`src/rtl/vedic_pkg.sv`:
```
// Shared types and step encoding for the time-shared Vedic multiplier controller.
package vedic_pkg;

  typedef enum logic [1:0] {
    IDLE = 2'd0,
    MUL  = 2'd1,
    DONE = 2'd2
  } state_t;

  localparam int STEP_W = 2;

  // Step order fixes which operand halves are paired and how far the result shifts.
  localparam logic [STEP_W-1:0] STEP_LL = 2'd0;
  localparam logic [STEP_W-1:0] STEP_HL = 2'd1;
  localparam logic [STEP_W-1:0] STEP_LH = 2'd2;
  localparam logic [STEP_W-1:0] STEP_HH = 2'd3;

endpackage

```
`src/rtl/vedic_pp_mult.sv`:
```
// Combinational HALFxHALF Urdhva-Tiryagbhyam (crosswise) multiplier: each product
// column is the popcount of its crosswise bit pairs plus the carry from the column below.
module vedic_pp_mult #(
  parameter int HALF = 8
) (
  input  logic [HALF-1:0]   a,
  input  logic [HALF-1:0]   b,
  output logic [2*HALF-1:0] p
);

  localparam int COLS = 2 * HALF;
  localparam int CW   = $clog2(COLS) + 2;

  logic [CW-1:0] cnt   [COLS][HALF+1];
  logic [CW-1:0] col   [COLS];
  logic [CW-1:0] carry [COLS];

  assign carry[0] = '0;

  for (genvar k = 0; k < COLS; k++) begin : g_col
    assign cnt[k][0] = '0;
    for (genvar i = 0; i < HALF; i++) begin : g_term
      if ((k - i >= 0) && (k - i < HALF)) begin : g_pair
        assign cnt[k][i+1] = cnt[k][i] + CW'(a[i] & b[k-i]);
      end else begin : g_none
        assign cnt[k][i+1] = cnt[k][i];
      end
    end

    assign col[k] = cnt[k][HALF] + carry[k];

    if (k < COLS - 1) begin : g_carry
      assign p[k]       = col[k][0];
      assign carry[k+1] = col[k] >> 1;
    end else begin : g_top
      // The top column of a HALFxHALF product can only sum to 0 or 1.
      assign p[k] = |col[k];
    end
  end

endmodule

```
`src/rtl/vedic_mult16_seq_ctrl.sv`:
```
// Sequencing controller: reuses one HALFxHALF Vedic unit and one 2*WIDTH adder over
// four steps, with valid/ready handshakes on the operand and result sides.
module vedic_mult16_seq_ctrl
  import vedic_pkg::*;
#(
  parameter int WIDTH = 16
) (
  input  logic               clk,
  input  logic               rst_n,
  input  logic               in_valid,
  output logic               in_ready,
  input  logic [WIDTH-1:0]   a,
  input  logic [WIDTH-1:0]   b,
  output logic               out_valid,
  input  logic               out_ready,
  output logic [2*WIDTH-1:0] product,
  output logic               busy
);

  localparam int HALF = WIDTH / 2;
  localparam int PW   = 2 * WIDTH;

  state_t              state_q, state_d;
  logic [STEP_W-1:0]   step_q, step_d;
  logic [WIDTH-1:0]    a_q, a_d;
  logic [WIDTH-1:0]    b_q, b_d;
  logic [PW-1:0]       acc_q, acc_d;
  logic [PW-1:0]       product_q, product_d;
  logic                out_valid_q, out_valid_d;

  logic [HALF-1:0]     a_half;
  logic [HALF-1:0]     b_half;
  logic [2*HALF-1:0]   pp;
  logic [PW-1:0]       pp_ext;
  logic [PW-1:0]       addend;
  logic [PW-1:0]       acc_sum;

  always_comb begin
    a_half = a_q[HALF-1:0];
    b_half = b_q[HALF-1:0];
    unique case (step_q)
      STEP_LL: begin a_half = a_q[HALF-1:0];     b_half = b_q[HALF-1:0];     end
      STEP_HL: begin a_half = a_q[WIDTH-1:HALF]; b_half = b_q[HALF-1:0];     end
      STEP_LH: begin a_half = a_q[HALF-1:0];     b_half = b_q[WIDTH-1:HALF]; end
      STEP_HH: begin a_half = a_q[WIDTH-1:HALF]; b_half = b_q[WIDTH-1:HALF]; end
      default: begin a_half = a_q[HALF-1:0];     b_half = b_q[HALF-1:0];     end
    endcase
  end

  vedic_pp_mult #(
    .HALF (HALF)
  ) u_pp_mult (
    .a (a_half),
    .b (b_half),
    .p (pp)
  );

  assign pp_ext = {{(PW-2*HALF){1'b0}}, pp};

  // Full-width shift and add; the final sum never exceeds (2^WIDTH-1)^2.
  always_comb begin
    addend = pp_ext;
    unique case (step_q)
      STEP_LL: addend = pp_ext;
      STEP_HL: addend = pp_ext << HALF;
      STEP_LH: addend = pp_ext << HALF;
      STEP_HH: addend = pp_ext << WIDTH;
      default: addend = pp_ext;
    endcase
  end

  assign acc_sum = acc_q + addend;

  always_comb begin
    state_d     = state_q;
    step_d      = step_q;
    a_d         = a_q;
    b_d         = b_q;
    acc_d       = acc_q;
    product_d   = product_q;
    out_valid_d = out_valid_q;

    unique case (state_q)
      IDLE: begin
        if (in_valid) begin
          a_d     = a;
          b_d     = b;
          acc_d   = '0;
          step_d  = STEP_LL;
          state_d = MUL;
        end
      end
      MUL: begin
        acc_d  = acc_sum;
        step_d = step_q + 2'd1;
        if (step_q == STEP_HH) begin
          product_d   = acc_sum;
          out_valid_d = 1'b1;
          state_d     = DONE;
        end
      end
      DONE: begin
        if (out_ready) begin
          out_valid_d = 1'b0;
          state_d     = IDLE;
        end
      end
      default: begin
        state_d     = IDLE;
        out_valid_d = 1'b0;
      end
    endcase
  end

  always_ff @(posedge clk or negedge rst_n) begin
    if (!rst_n) begin
      state_q     <= IDLE;
      step_q      <= STEP_LL;
      a_q         <= '0;
      b_q         <= '0;
      acc_q       <= '0;
      product_q   <= '0;
      out_valid_q <= 1'b0;
    end else begin
      state_q     <= state_d;
      step_q      <= step_d;
      a_q         <= a_d;
      b_q         <= b_d;
      acc_q       <= acc_d;
      product_q   <= product_d;
      out_valid_q <= out_valid_d;
    end
  end

  assign in_ready  = (state_q == IDLE);
  assign busy      = (state_q == MUL) || (state_q == DONE);
  assign out_valid = out_valid_q;
  assign product   = product_q;

endmodule

```
`config.mk`:
```
export PLATFORM = sky130hd
export DESIGN_NAME = vedic_mult16_seq_ctrl
export DESIGN_NICKNAME = d
export VERILOG_FILES = /design/src/rtl/vedic_pkg.sv /design/src/rtl/vedic_pp_mult.sv /design/src/rtl/vedic_mult16_seq_ctrl.sv
export SDC_FILE = /design/constraint.sdc
export NUM_CORES = 1
export LEC_CHECK = 0
export BUFFER_PORTS_ARGS = -buffer_cell sky130_fd_sc_hd__buf_4
export CAP_MARGIN = 20
export CORE_AREA = 2 2 109 133
export CTS_BUF_LIST = sky130_fd_sc_hd__clkbuf_8
export DETAILED_ROUTE_END_ITERATION = 12
export DIE_AREA = 0 0 111 135
export HOLD_SLACK_MARGIN = 0.02
export PLACE_DENSITY = 0.78
export SLEW_MARGIN = 20
export SYNTH_ARGS = -nofsm -noshare
export SYNTH_HDL_FRONTEND = slang
export SYNTH_SLANG_ARGS = --single-unit
```
`constraint.sdc`:
```
create_clock -name clk -period 22.5 [get_ports clk]
set_clock_uncertainty 0.1 [all_clocks]
set_input_delay 2.25 -clock clk [delete_from_list [all_inputs] [get_ports clk]]
set_output_delay 2.25 -clock clk [all_outputs]
set_load 0.005 [all_outputs]
```
# --- Word-level counts from Yosys, hierarchy flattened ---
# Cells that the tools add are included.
classes:
  add_sub_neg: 65
  n_eq_ne: 8
  n_mux: 14
  bitwise: 65
  reduce_logical: 15
ops:
  columns: ["op", "n"]
  rows:
  - ["adder 6 bit", 47]
  - ["case mux 32 bit (3 select lines)", 1]
  - ["adder 6 x 5 -> 6 bit", 11]
  - ["bitwise AND 1 bit", 64]
  - ["case mux 32 bit (2 select lines)", 1]
  - ["adder 32 bit", 1]
  - ["two-way mux 32 bit", 1]
  - ["case mux 8 bit (2 select lines)", 2]
  - ["OR reduction 2 bit", 5]
  - ["two-way mux 2 bit", 4]
  - ["adder 1 x 5 -> 6 bit", 1]
  - ["adder 2 x 5 -> 6 bit", 1]
  - ["adder 6 x 1 -> 6 bit", 1]
  - ["adder 6 x 5 -> 6 bit, second input constant", 1]
  - ["equality test 2 bit, second input constant", 3]
  - ["inequality test 2 bit, second input constant", 3]
  - ["case mux 2 bit (3 select lines)", 1]
  - ["AND reduction 2 bit", 3]
  - ["AND reduction 3 bit", 2]
  - ["OR reduction 5 bit", 1]
  - ["equality test 2 x 1 -> 1 bit, second input constant", 2]
  - ["zero test 2 bit", 2]
  - ["case mux 2 bit (2 select lines)", 1]
  - ["case mux 1 bit (3 select lines)", 1]
  - ["other kinds (6)", 7]
word_totals:
  regBits: 101
  inputBits: 36
  out_inout_bits: 35

# --- Longest topological paths before layout ---
# Gate-level depths: netlist (run 1).
logic_depth:
  ltp_word: 23
  ltp_mapped: 81
  depth_no_buf: 80

# --- By module ---
# From an unflattened synthesis (run 1), not the netlist that was laid out.
unflattened:
  cells_unflattened: 883
  hier_area_um2: 8584.5
modules_own_cells:
  columns: ["mod", "instances", "cells_per_inst", "area_each_um2", "seq_area_each_um2"]
  rows:
  - ["vedic_mult16_seq_ctrl", 1, 615, 6214.7, 2527.4]
  - ["vedic_pp_mult", 1, 268, 2369.8, 0.0]

# --- Worst setup path after synthesis (run 1) ---
# No wires, ideal clock.
synth_path:
  path_type: "register -> register"
  start: "register step_q[0]"
  end: "register acc_q[31]"
  setup_time_ns: 0.087
  t_arrival_ns: 20.065
  required_ns: 22.313
  slack_ns: 2.248
  stages_incl_launch_ff: 79
  synth_period_minus_slack_ns: 20.252
  path_cell_list: "dfrtp_1 ha_1 nor2_1 clkbuf_1 mux2_2 nand2_1 fa_1 inv_1 ha_1 ha_1 fa_1 fa_1 fa_1 fa_1 ha_1 fa_1 fa_1 fa_1 (+43 left out) xor2_2 xnor2_1 ha_1 o21ba_2 a2111o_1 nand2_1 o21ai_0 ha_1 nand2_1 o21ai_0 a311oi_1 o211ai_1 nand4_1 a21boi_0 o22a_1 and3_1 or4_1 o211ai_1"
synth_between:
  elab_chain_len: 23
  elab_cells_between_ends: 142
synth_rtl:
  columns: ["item", "line_no", "rtl"]
  rows:
  - ["start: declaration", "vedic_mult16_seq_ctrl.sv:24", "logic [STEP_W-1:0] step_q, step_d;"]
  - ["start signal: assignment", "vedic_mult16_seq_ctrl.sv:126", "step_q <= step_d;"]
  - ["equality test 2 bit (tied with other cells)", "vedic_mult16_seq_ctrl.sv:41, vedic_mult16_seq_ctrl.sv:63", null]
  - ["OR reduction 2 bit (no line)", null, null]
  - ["case mux 8 bit (2 select lines)", "vedic_mult16_seq_ctrl.sv:41", "unique case (step_q)"]
  - ["bitwise AND 1 bit", "vedic_pp_mult.sv:24", "assign cnt[k][i+1] = cnt[k][i] + CW'(a[i] & b[k-i]);"]
  - ["adder 6 bit", "vedic_pp_mult.sv:24", null]
  - ["adder 6 bit or adder 6 x 5 -> 6 bit (tied branches) (6 in a row)", "vedic_pp_mult.sv:24, vedic_pp_mult.sv:30", null]
  - ["adder 6 x 5 -> 6 bit (6 in a row)", "vedic_pp_mult.sv:30", "assign col[k] = cnt[k][HALF] + carry[k];"]
  - ["adder 2 x 5 -> 6 bit", "vedic_pp_mult.sv:30", null]
  - ["adder 1 x 5 -> 6 bit", "vedic_pp_mult.sv:30", null]
  - ["OR reduction 5 bit", "vedic_pp_mult.sv:37", "assign p[k] = |col[k];"]
  - ["case mux 32 bit (3 select lines) *", "vedic_mult16_seq_ctrl.sv:63", "unique case (step_q)"]
  - ["adder 32 bit *", "vedic_mult16_seq_ctrl.sv:72", "assign acc_sum = acc_q + addend;"]
  - ["case mux 32 bit (2 select lines) *", "vedic_mult16_seq_ctrl.sv:83", "unique case (state_q)"]
  - ["end signal: assignment", "vedic_mult16_seq_ctrl.sv:121", "acc_q <= '0;"]
  - ["end signal: assignment", "vedic_mult16_seq_ctrl.sv:129", "acc_q <= acc_d;"]
  - ["end: declaration", "vedic_mult16_seq_ctrl.sv:27", "logic [PW-1:0] acc_q, acc_d;"]
# Mark *: on every way between the ends. The rest lies on a longest branch, timed or not.
# A chain may end at the register's enable or synchronous reset.

# --- Worst setup path after layout (run 1) ---
layout_path:
  start: "register step_q[1]"
  end: "register acc_q[31]"
# The elaborated chain is that of the path after synthesis.

==> results by group, run 1 <==
Drt
  – Drt via density: 5.813
  – Initial DRC Count: 265
  – Average wire per standard cell: 17.28 µm
  – Drc violations: 0
  – Length of the first detailed-routing pass in iterations: 4
  – Total routed wirelength: 18.35 mm
  – Antenna-violating nets left: 0
  – Via total after detailed routing: 6173

Job
  – Max_cap viols: 0

Clock network
  – Buffer depth of the longest clock path: 2
  – Number of clock sinks: 101
  – Post CTS Setup Buffer Count: 0
  – Inserted Clock Buffers: 9
  – CTS H-tree lvls: 3
  – Root buffer cell: sky130_fd_sc_hd__clkbuf_8
  – CTS tree: built
  – CTS-repair resized insts: 0
  – Clock latency at the later pin of the worst-skew pair: 410 ps
  – Clock-pin slew reported for the worst setup and hold paths after clock tree synthesis: 120 ps
  – # hold bufs at CTS: 0

Floorplanning
  – Die ar.: 14990 µm²
  – Number of primary I/O pins: 71
  – Die Ht: 135 µm
  – Core outline area: 13580 µm²
  – # rows: 47
  – Initial core utilization: 59.50%
  – Die Wd: 111 µm

Timing
  – Unrepaired setup endpoints after global routing: no
  – Final setup vio count: 0
  – Achievable frequency: 47.75 MHz
  – Final-layout setup total negative slack: 0 ps
  – Final clock period utilization by the worst path: 93.07%
  – Final hold violations: 0
  – Final Max Tran Viols: 0
  – Post-layout min period: 20940 ps
  – Transition time of the tightest slew-check pin: 1113 ps
  – Slew margin rel.: 25.83%

Worst setup path
  – Worst Path Required: 22740 ps
  – Maximum single-stage delay on the critical path: 560 ps
  – Element type at the critical path start: register
  – Capturing element type of the critical path: register
  – Buffers plus inverters on the worst setup path: 19
  – Cell with the most instances on the worst path: sky130_fd_sc_hd__fa_1
  – Data arrival time of the worst path: 21180 ps
  – CP delay by family, top: adder cells
  – Worst-path cell with the longest stage delay: sky130_fd_sc_hd__fa_1
  – Kind of critical path: register to register
  – Max Fanout on Critical Path: 13

Yosys
  – Number of flip-flops and latches in the synthesized netlist: 101
  – Synth unique cells: 59
  – Net count of the mapped netlist: 976
  – Top cell type by total area after synthesis: sky130_fd_sc_hd__dfrtp_1
  – Synthesized area per cell: 9.821 µm²
  – Mapped Cells: 823
  – Post-synthesis instance area: 8083 µm²
  – Number of enable-type register cells in the synthesized netlist: 0
  – Fraction of synthesis flops using an asynchronous set or reset pin: 100.0%
  – Synthesis warning total: 0
  – Sequential-to-total area share from yosys stat: 31.27%
  – Top FF cell, synth: sky130_fd_sc_hd__dfrtp_1
  – Synth top area share: 31.27%
  – Ranking of synthesized cells by area: sky130_fd_sc_hd__dfrtp_1, sky130_fd_sc_hd__ha_1, sky130_fd_sc_hd__mux2_2

Finish
  – Commonest non-fill, non-tap cells in the layout: sky130_fd_sc_hd__dfrtp_1, sky130_fd_sc_hd__nand2_1, sky130_fd_sc_hd__ha_1
  – Final core utilization: 66.06%
  – Post-route standard cell area excluding fillers: 8974 µm²
  – Cell Count, Final, Fillers Out: 1062
  – Share of layout cells above drive strength 1: 18.86%
  – Most frequent standard cell in the layout excluding fill and tap cells: sky130_fd_sc_hd__dfrtp_1
  – Area Overhead vs Synth: 11.02%
  – Final layout net count: 1039
  – Antenna fix cells: 0

Place
  – Placed Cells incl. Taps: 1046
  – HPWL after DPL: 14.26 mm
  – Routability Congestion: 0.9327
  – Instance area at placement: 8773 µm²
  – Count of buffers inserted at the top-level ports: 70

Status
  – Run status: finished, final reports clean

Global route
  – Gr usage total: 25.52%
  – Met1 Resource Use GR: 31.40%
  – Busiest layer in global routing: met2
  – Vias in the first global route: 6231
  – Total global routing overflow: 0
  – Met2 capacity usage during global routing: 45.60%
  – Antenna violations before repair: 0
  – Largest net degree at the start of global routing: 61
  – First-pass GRT wire length: 30.43 mm
  – Met3 usage in global routing: 3.052%

Min path
  – Type of the tightest min-delay check: register to register
-- worst paths after layout --
check / depth (start not counted) / start / to / slack (ps)
max: 78 / step_q[1] / acc_q[31] / 1560
min: 2 / product[19] / product[19] / 380
max reg2reg: 78 / step_q[1] / acc_q[31] / 1560
min reg2reg: 2 / product[19] / product[19] / 380
max in group asynchronous: 2 / rst_n / acc_q[17] / 19460
min in group asynchronous: 1 / rst_n / product[7] / 1710
-- Yosys cell counts (all sizes together), types with 9 or more instances --
library cell  number
nand2b            10
a21oi             38
a21o              20
xor2              10
inv               71
fa                38
o21ai             42
nor2              48
dfrtp            101
a22o              25
mux2              69
nand2             92
ha                79
and2              22
mux2i             11
clkbuf            17
nor2b              9
xnor2             35
-- layout make-up --
type	instances	area, µm²
Tap cell	171	214.0
Sequential cell	101	2527
Clock buffer	9	123.9
Inverter	71	266.5
Multi-Input combinational cell	627	5195
Fill cell	1133	4611
Timing Repair Buffer	76	570.5
Clock inverter	7	76.32
-- metal layers --
metal / part of all wire (%) / up-vias
met2: 51 / 169
li1: - / 2978
met3: 4.0 / 41
met5: 0 / -
met4: 3.2 / 0
met1: 42 / 2985
-- flip-flops by register name, indices dropped and copies added (netlist names) --
register   flops
state_q        2
b_q           16
out_valid      1
acc_q         32
product       32
step_q         2
a_q           16
-- kinds of logic (layout without fill, tap and decap cells) --
logic type / count (synthesis) / in the layout / synth area share (%)
buffers and inverters: 95 / 163 / 4.505
DFF: 101 / 101 / 31.27
AOI/OAI and AO/OA: 179 / 179 / 15.00
xor gates and xnor gates: 45 / 45 / 4.969
and+or+nand+nor: 206 / 206 / 11.64
muxes: 80 / 80 / 10.98
adders and majority gates: 117 / 117 / 21.64
-- through the flow --
stage / hold slack, ps / setup slack, ps
floorplan: 356.3 / 2248
global placement: 364.0 / 1962
detailed placement: 371.7 / 1599
CTS: 395.4 / 1569
global route: 416.9 / 443.4
finish: 384.8 / 1560
-- tightest hold or removal path: stages, from the launching register on --
cell,delay (ps)
sky130_fd_sc_hd__dfrtp_1,350
sky130_fd_sc_hd__nand2_1,40
sky130_fd_sc_hd__o21ai_0,60
Power of run 1 is left out: the tool's default activity adds up to more than one toggle a clock period on the data nets, which glitch-free logic cannot reach.
==> run 2: changes to the inputs <==
--- a/config.mk
+++ b/config.mk
@@ -5,12 +5,13 @@
 export SDC_FILE = /design/constraint.sdc
 export NUM_CORES = 1
 export LEC_CHECK = 0
+export ABC_AREA = 1
 export BUFFER_PORTS_ARGS = -buffer_cell sky130_fd_sc_hd__buf_4
 export CAP_MARGIN = 20
-export CORE_AREA = 2 2 109 133
+export CORE_AREA = 2 2 111 134
 export CTS_BUF_LIST = sky130_fd_sc_hd__clkbuf_8
 export DETAILED_ROUTE_END_ITERATION = 12
-export DIE_AREA = 0 0 111 135
+export DIE_AREA = 0 0 113 136
 export HOLD_SLACK_MARGIN = 0.02
 export PLACE_DENSITY = 0.78
 export SLEW_MARGIN = 20
==> run 2 against run 1 <==
Against the previous run: the flow now finishes with violations (design-rule violations); non-clock buffer count stayed put; hold slack better by 1.4 ps; global-route usage is 1.3 points higher; maximum frequency is 1.2% higher; die area is 2.6% higher; first-iteration DRC count is 28% higher; utilization is 1.1 points lower; worst setup slack better by 260 ps; final area is 2.6% higher; cell count is 27% higher; via count is 16% higher; register-to-register slack better by 260 ps; highest routed layer unchanged.
==> results by group, run 2 <==
Global route
  – First-pass GRT wire length: 33.13 mm (+8.9%)
  – Antenna violations before repair: 0 (unchanged)
  – Vias in the first global route: 7253 (+16%)
  – Total global routing overflow: 0 (unchanged)
  – Gr usage total: 26.80% (+1.3 points)
  – Largest net degree at the start of global routing: 55 (-9.8%)

Yosys
  – Top FF cell, synth: sky130_fd_sc_hd__dfrtp_1
  – Fraction of synthesis flops using an asynchronous set or reset pin: 100.0% (unchanged)
  – Most common cell in the synthesized netlist: sky130_fd_sc_hd__nand2_1
  – Ranking of synthesized cells by area: sky130_fd_sc_hd__dfrtp_1, sky130_fd_sc_hd__nand2_1, sky130_fd_sc_hd__ha_1
  – Synthesized area per cell: 7.505 µm² (-24%)
  – Top cells by instance count after synthesis: sky130_fd_sc_hd__nand2_1, sky130_fd_sc_hd__inv_1, sky130_fd_sc_hd__dfrtp_1
  – Mapped Cells: 1105 (+34%)
  – Post-synthesis instance area: 8293 µm² (+2.6%)
  – Number of flip-flops and latches in the synthesized netlist: 101 (unchanged)
  – Sequential-to-total area share from yosys stat: 30.48% (-0.79 points)
  – Synth top area share: 30.48% (-0.79 points)
  – Synthesis warning total: 0 (unchanged)
  – Net count of the mapped netlist: 1258 (+29%)
  – Top cell type by total area after synthesis: sky130_fd_sc_hd__dfrtp_1
  – Synth unique cells: 45 (-24%)
  – Number of enable-type register cells in the synthesized netlist: 0 (unchanged)

Place
  – Routability Congestion: 0.9586 (+2.8%)
  – Count of buffers inserted at the top-level ports: 70 (unchanged)
  – HPWL after DPL: 15.59 mm (+9.3%)

Clock network
  – Clock latency at the later pin of the worst-skew pair: 400 ps (about the same)
  – Post CTS Setup Buffer Count: 0 (unchanged)
  – CTS-repair resized insts: 0 (unchanged)
  – CTS H-tree lvls: 3 (unchanged)
  – Root buffer cell: sky130_fd_sc_hd__clkbuf_8
  – Inserted Clock Buffers: 9 (unchanged)
  – # hold bufs at CTS: 0 (unchanged)
  – CTS tree: built
  – Number of clock sinks: 101 (unchanged)
  – Clock-pin slew reported for the worst setup and hold paths after clock tree synthesis: 120 ps (about the same)
  – Buffer depth of the longest clock path: 2 (unchanged)

Drt
  – Drt via density: 5.321 (-8.5%)
  – Average wire per standard cell: 14.45 µm (-16%)
  – Antenna-violating nets left: 0 (unchanged)
  – Length of the first detailed-routing pass in iterations: 8 (+4)
  – Drc violations: 5 (+5)
  – Total routed wirelength: 19.48 mm (+6.2%)
  – Via total after detailed routing: 7173 (+16%)
  – Initial DRC Count: 339 (+28%)

Status
  – Violations in the final reports: design-rule violations
  – Run status: finished, violations left

Worst setup path
  – Kind of critical path: register to register
  – Max Fanout on Critical Path: 16 (+3)
  – CP delay by family, top: adder cells
  – Worst Path Required: 22690 ps (-50 ps)
  – Cell with the most instances on the worst path: sky130_fd_sc_hd__fa_1
  – Capturing element type of the critical path: register
  – Buffers plus inverters on the worst setup path: 22 (+3)
  – Maximum single-stage delay on the critical path: 690 ps (+130 ps)
  – Element type at the critical path start: register
  – Data arrival time of the worst path: 20870 ps (-310 ps)
  – Worst-path cell with the longest stage delay: sky130_fd_sc_hd__nor2_1
  – Setup slack on the worst flop-to-flop path: 1820 ps (+260 ps)

Finish
  – Antenna fix cells: 0 (unchanged)
  – Area occupied by multi-input gates: 5016 µm² (-3.4%)
  – Final layout net count: 1321 (+27%)
  – Area occupied by registers: 2527 µm² (unchanged)
  – Most frequent standard cell in the layout excluding fill and tap cells: sky130_fd_sc_hd__nand2_1
  – Share of layout cells above drive strength 1: 11.08% (-7.8 points)
  – Commonest non-fill, non-tap cells in the layout: sky130_fd_sc_hd__nand2_1, sky130_fd_sc_hd__inv_1, sky130_fd_sc_hd__dfrtp_1
  – FILL cells: 1311 (+16%)
  – Area Overhead vs Synth: 11.06% (about the same)

Timing
  – Final clock period utilization by the worst path: 91.93% (-1.1 points)
  – Final setup vio count: 0 (unchanged)
  – Final-layout setup total negative slack: 0 ps (unchanged)
  – Post-layout min period: 20680 ps (-255.5 ps)
  – Unrepaired setup endpoints after global routing: no
  – Slew margin rel.: 26.53% (+0.70 points)
  – Final Max Tran Viols: 0 (unchanged)
  – Achievable frequency: 48.34 MHz (+1.2%)
  – Final hold violations: 0 (unchanged)
  – Transition time of the tightest slew-check pin: 1101 ps (-11.78 ps)

Floorplanning
  – # rows: 48 (+2.1%)
  – Die Wd: 113 µm (+1.8%)
  – Initial core utilization: 58.51% (-0.99 points)
  – Die ar.: 15370 µm² (+2.6%)
  – Core outline area: 14170 µm² (+4.3%)
  – Number of primary I/O pins: 71 (unchanged)
  – Die Ht: 136 µm (+0.74%)

Min path
  – Type of the tightest min-delay check: register to register

Job
  – Max_cap viols: 0 (unchanged)
==> run 2: final cells by class <==
type | instances | share of cell area (%)
multi-input cells | 806 | 54.46
repair buffers | 76 | 6.195
clock buffers | 9 | 1.345
well taps | 175 | 2.377
inverters | 174 | 7.091
clock inverters | 7 | 1.087
flip-flops and latches | 101 | 27.44
==> run 2: kinds of logic (layout without fill, tap and decap cells) <==
kind of cell    after synthesis  in the layout  share of synthesized area (%)
fa+ha+maj                   117            117                          21.09
compound gates              169            169                          11.41
simple gates                492            492                          25.03
xor+xnor                     28             28                          2.957
buf+inv                     198            266                          9.037
flops                       101            101                          30.48
==> run 2: metal layers <==
layer / track usage (%) / wire (µm) / vias up
met5: 0 / 0 / -
met4: 9.959 / 593 / 0
met3: 3.700 / 661 / 36
met2: 49.93 / 10180 / 142
met1: 31.18 / 8048 / 3360
li1: - / - / 3635
==> run 2: path summary, 6_finish.rpt <==
path	startpoint	to	depth (start not counted)
worst max-delay path	step_q[0]	product[30]	82
worst min-delay path	a_q[6]	a_q[6]	2
worst max register to register	step_q[0]	product[30]	82
worst min register to register	a_q[6]	a_q[6]	2
max in group asynchronous	rst_n	acc_q[22]	2
min in group asynchronous	rst_n	product[1]	1
==> run 2: through the flow <==
stage / area (µm²) / hold WS (ps) / util, % / std cells / setup slack [ps]
final: 9210 / 386.3 / 64.98 / 1348 / 1815
after global routing: 9210 / 418.3 / 64.98 / 1348 / 401.3
after CTS: 9210 / 392.6 / 64.98 / 1348 / 1790
after detailed placement: 8986 / 366.2 / 63.40 / 1332 / 1819
after global placement: 8986 / 364.4 / 63.40 / 1332 / 2294
after floorplan: 8293 / 349.2 / - / 1105 / 3050
==> run 2: worst register-to-register path: cells and delay by family, from the launching register on <==
| kind | cells | cell delay (ps) |
|---|---|---|
| flip-flops | 1 | 420 |
| buffers and inverters | 22 | 1550 |
| XOR/XNOR | 1 | 140 |
| adder cells (fa/ha/maj) | 39 | 15300 |
| AND/OR/NAND/NOR | 14 | 2110 |
| AO/OA/AOI/OAI | 6 | 980 |
Power of run 2 is left out for the same reason.
==> run 3: changes to the inputs <==
--- a/config.mk
+++ b/config.mk
@@ -8,10 +8,10 @@
 export ABC_AREA = 1
 export BUFFER_PORTS_ARGS = -buffer_cell sky130_fd_sc_hd__buf_4
 export CAP_MARGIN = 20
-export CORE_AREA = 2 2 111 134
+export CORE_AREA = 2 2 103 145
 export CTS_BUF_LIST = sky130_fd_sc_hd__clkbuf_8
 export DETAILED_ROUTE_END_ITERATION = 12
-export DIE_AREA = 0 0 113 136
+export DIE_AREA = 0 0 105 147
 export HOLD_SLACK_MARGIN = 0.02
 export PLACE_DENSITY = 0.78
 export SLEW_MARGIN = 20
==> run 3 against run 2 <==
Against the previous run: the run now ends clean; sequential share of layout area down 0.13 points; highest routed layer unchanged; largest cell class unchanged; final area is 0.46% higher; first-iteration DRC count is 2.7% lower; worst setup slack got worse by 94 ps; die area grew 0.44%; count of clock-buffer cells in the layout unchanged; cell count increased by 1.2%.
==> results by group, run 3 (synthesized netlist as in run 2, its figures left out) <==
Timing
  – Unrepaired setup endpoints after global routing: no
  – Post-layout min period: 20780 ps (+93.70 ps)
  – Final Max Tran Viols: 0 (unchanged)
  – Final-layout setup total negative slack: 0 ps (unchanged)
  – Final setup vio count: 0 (unchanged)
  – Final clock period utilization by the worst path: 92.35% (+0.42 points)
  – Achievable frequency: 48.13 MHz (-0.45%)
  – Slew margin rel.: 36.50% (+10 points)
  – Transition time of the tightest slew-check pin: 942.5 ps (-158.3 ps)
  – Final hold violations: 0 (unchanged)

Clock network
  – Inserted Clock Buffers: 9 (unchanged)
  – Root buffer cell: sky130_fd_sc_hd__clkbuf_8
  – CTS H-tree lvls: 3 (unchanged)
  – CTS-repair resized insts: 0 (unchanged)
  – Buffer depth of the longest clock path: 2 (unchanged)
  – Clock latency at the later pin of the worst-skew pair: 410 ps (about the same)
  – Post CTS Setup Buffer Count: 0 (unchanged)
  – # hold bufs at CTS: 0 (unchanged)
  – Number of clock sinks: 101 (unchanged)
  – Clock-pin slew reported for the worst setup and hold paths after clock tree synthesis: 110 ps (about the same)
  – CTS tree: built

Finish
  – Most frequent standard cell in the layout excluding fill and tap cells: sky130_fd_sc_hd__nand2_1
  – Final core utilization: 65.23% (+0.25 points)
  – Antenna fix cells: 0 (unchanged)
  – Area Overhead vs Synth: 11.57%
  – Cell Count, Final, Fillers Out: 1364 (+1.2%)
  – Share of layout cells above drive strength 1: 11.23% (+0.15 points)
  – Final layout net count: 1323 (+0.15%)
  – Post-route standard cell area excluding fillers: 9253 µm² (+0.46%)
  – Area occupied by registers: 2527 µm² (unchanged)
  – FILL cells: 1287 (-1.8%)
  – Area occupied by multi-input gates: 5016 µm² (unchanged)
  – Commonest non-fill, non-tap cells in the layout: sky130_fd_sc_hd__nand2_1, sky130_fd_sc_hd__inv_1, sky130_fd_sc_hd__dfrtp_1

Global route
  – Total global routing overflow: 0 (unchanged)
  – Largest net degree at the start of global routing: 63 (+15%)
  – Vias in the first global route: 7388 (+1.9%)
  – First-pass GRT wire length: 33.80 mm (+2.0%)
  – Antenna violations before repair: 0 (unchanged)
  – Gr usage total: 27.65% (+0.85 points)

Drt
  – Total routed wirelength: 19.97 mm (+2.5%)
  – Average wire per standard cell: 14.64 µm (+1.3%)
  – Antenna-violating nets left: 0 (unchanged)
  – Length of the first detailed-routing pass in iterations: 4 (-4)
  – Via total after detailed routing: 7208 (+0.49%)
  – Drt via density: 5.284 (-0.69%)
  – Drc violations: 0 (-5)
  – Initial DRC Count: 330 (-2.7%)

Floorplanning
  – # rows: 52 (+8.3%)
  – Die Wd: 105 µm (-7.1%)
  – Core outline area: 14180 µm² (about the same)
  – Die Ht: 147 µm (+8.1%)
  – Number of primary I/O pins: 71 (unchanged)
  – Initial core utilization: 58.47% (about the same)
  – Die ar.: 15440 µm² (+0.44%)

Place
  – Placed Cells incl. Taps: 1347 (+1.1%)
  – HPWL after DPL: 16.20 mm (+3.9%)
  – Routability Congestion: 0.9751 (+1.7%)
  – Count of buffers inserted at the top-level ports: 70 (unchanged)
  – Instance area at placement: 9011 µm² (+0.28%)

Worst setup path
  – Cell with the most instances on the worst path: sky130_fd_sc_hd__fa_1
  – Element type at the critical path start: register
  – Kind of critical path: register to register
  – Data arrival time of the worst path: 20980 ps (+110 ps)
  – Worst reg2reg path startpoint: step_q[0]
  – Worst Path Required: 22700 ps (about the same)
  – R2r endpoint: product[30]
  – Maximum single-stage delay on the critical path: 680 ps (about the same)
  – Max Fanout on Critical Path: 16 (unchanged)
  – Worst-path cell with the longest stage delay: sky130_fd_sc_hd__nor2_1
  – Setup slack on the worst flop-to-flop path: 1720 ps (-90 ps)
  – Capturing element type of the critical path: register
  – Length in cells of the worst reg-to-reg path: 82 (unchanged)

Min path
  – Hold path cells: 2 (unchanged)
  – Hold endpoint: product[23]
  – Type of the tightest min-delay check: register to register
  – Origin of the worst min-delay path: product[23]

Status
  – Run status: finished, final reports clean

Job
  – Max_cap viols: 0 (unchanged)
-- run 3: changes by cell type in the layout (fill, tap and decap cells not counted), sizes merged --
cell      previous run  this run
buf                 76        78
clkinv               3         6
bufinv               1         0
clkinvlp             0         1
inv                177       174
-- run 3: layout make-up --
cell class / count / share of cell area, %
Multi-Input combinational cell: 806 / 54.21
Sequential cell: 101 / 27.32
Inverter: 174 / 7.059
Timing Repair Buffer: 78 / 6.545
Tap cell: 189 / 2.556
Clock buffer: 9 / 1.339
Clock inverter: 7 / 0.9736
-- run 3: through the flow --
stage	setup slack [ps]	hold WS, ps
after floorplan	3050	349.2
after global placement	2241	364.2
after detailed placement	1784	365.9
after CTS	1698	394.3
after global routing	502.3	411.6
final	1722	390.0
-- run 3: worst max-delay path by stage --
stage,startpoint,to,cells past startpoint
finish,step_q[0],product[30],82
global route,step_q[0],product[30],84
CTS,step_q[0],product[30],82
detailed placement,step_q[0],product[30],82
global placement,step_q[0],product[30],82
floorplan,step_q[0],acc_q[30],84
-- run 3: worst max-delay path: cells and delay by family (launching register included) --
family / cells / cell delay (ps)
compound gates: 6 / 1000
xor+xnor: 1 / 140
fa+ha+maj: 39 / 15300
buf+inv: 22 / 1600
flops: 1 / 420
simple gates: 14 / 2110
-- run 3: layer usage --
metal | share of wire [%] | track usage (%) | wire length, µm
met5 | 0 | 0 | 0
met4 | 5.6 | 16.33 | 1127
met3 | 3.1 | 2.795 | 626
met2 | 53 | 51.43 | 10560
met1 | 38 | 30.06 | 7650
Power of run 3 is left out for the same reason.
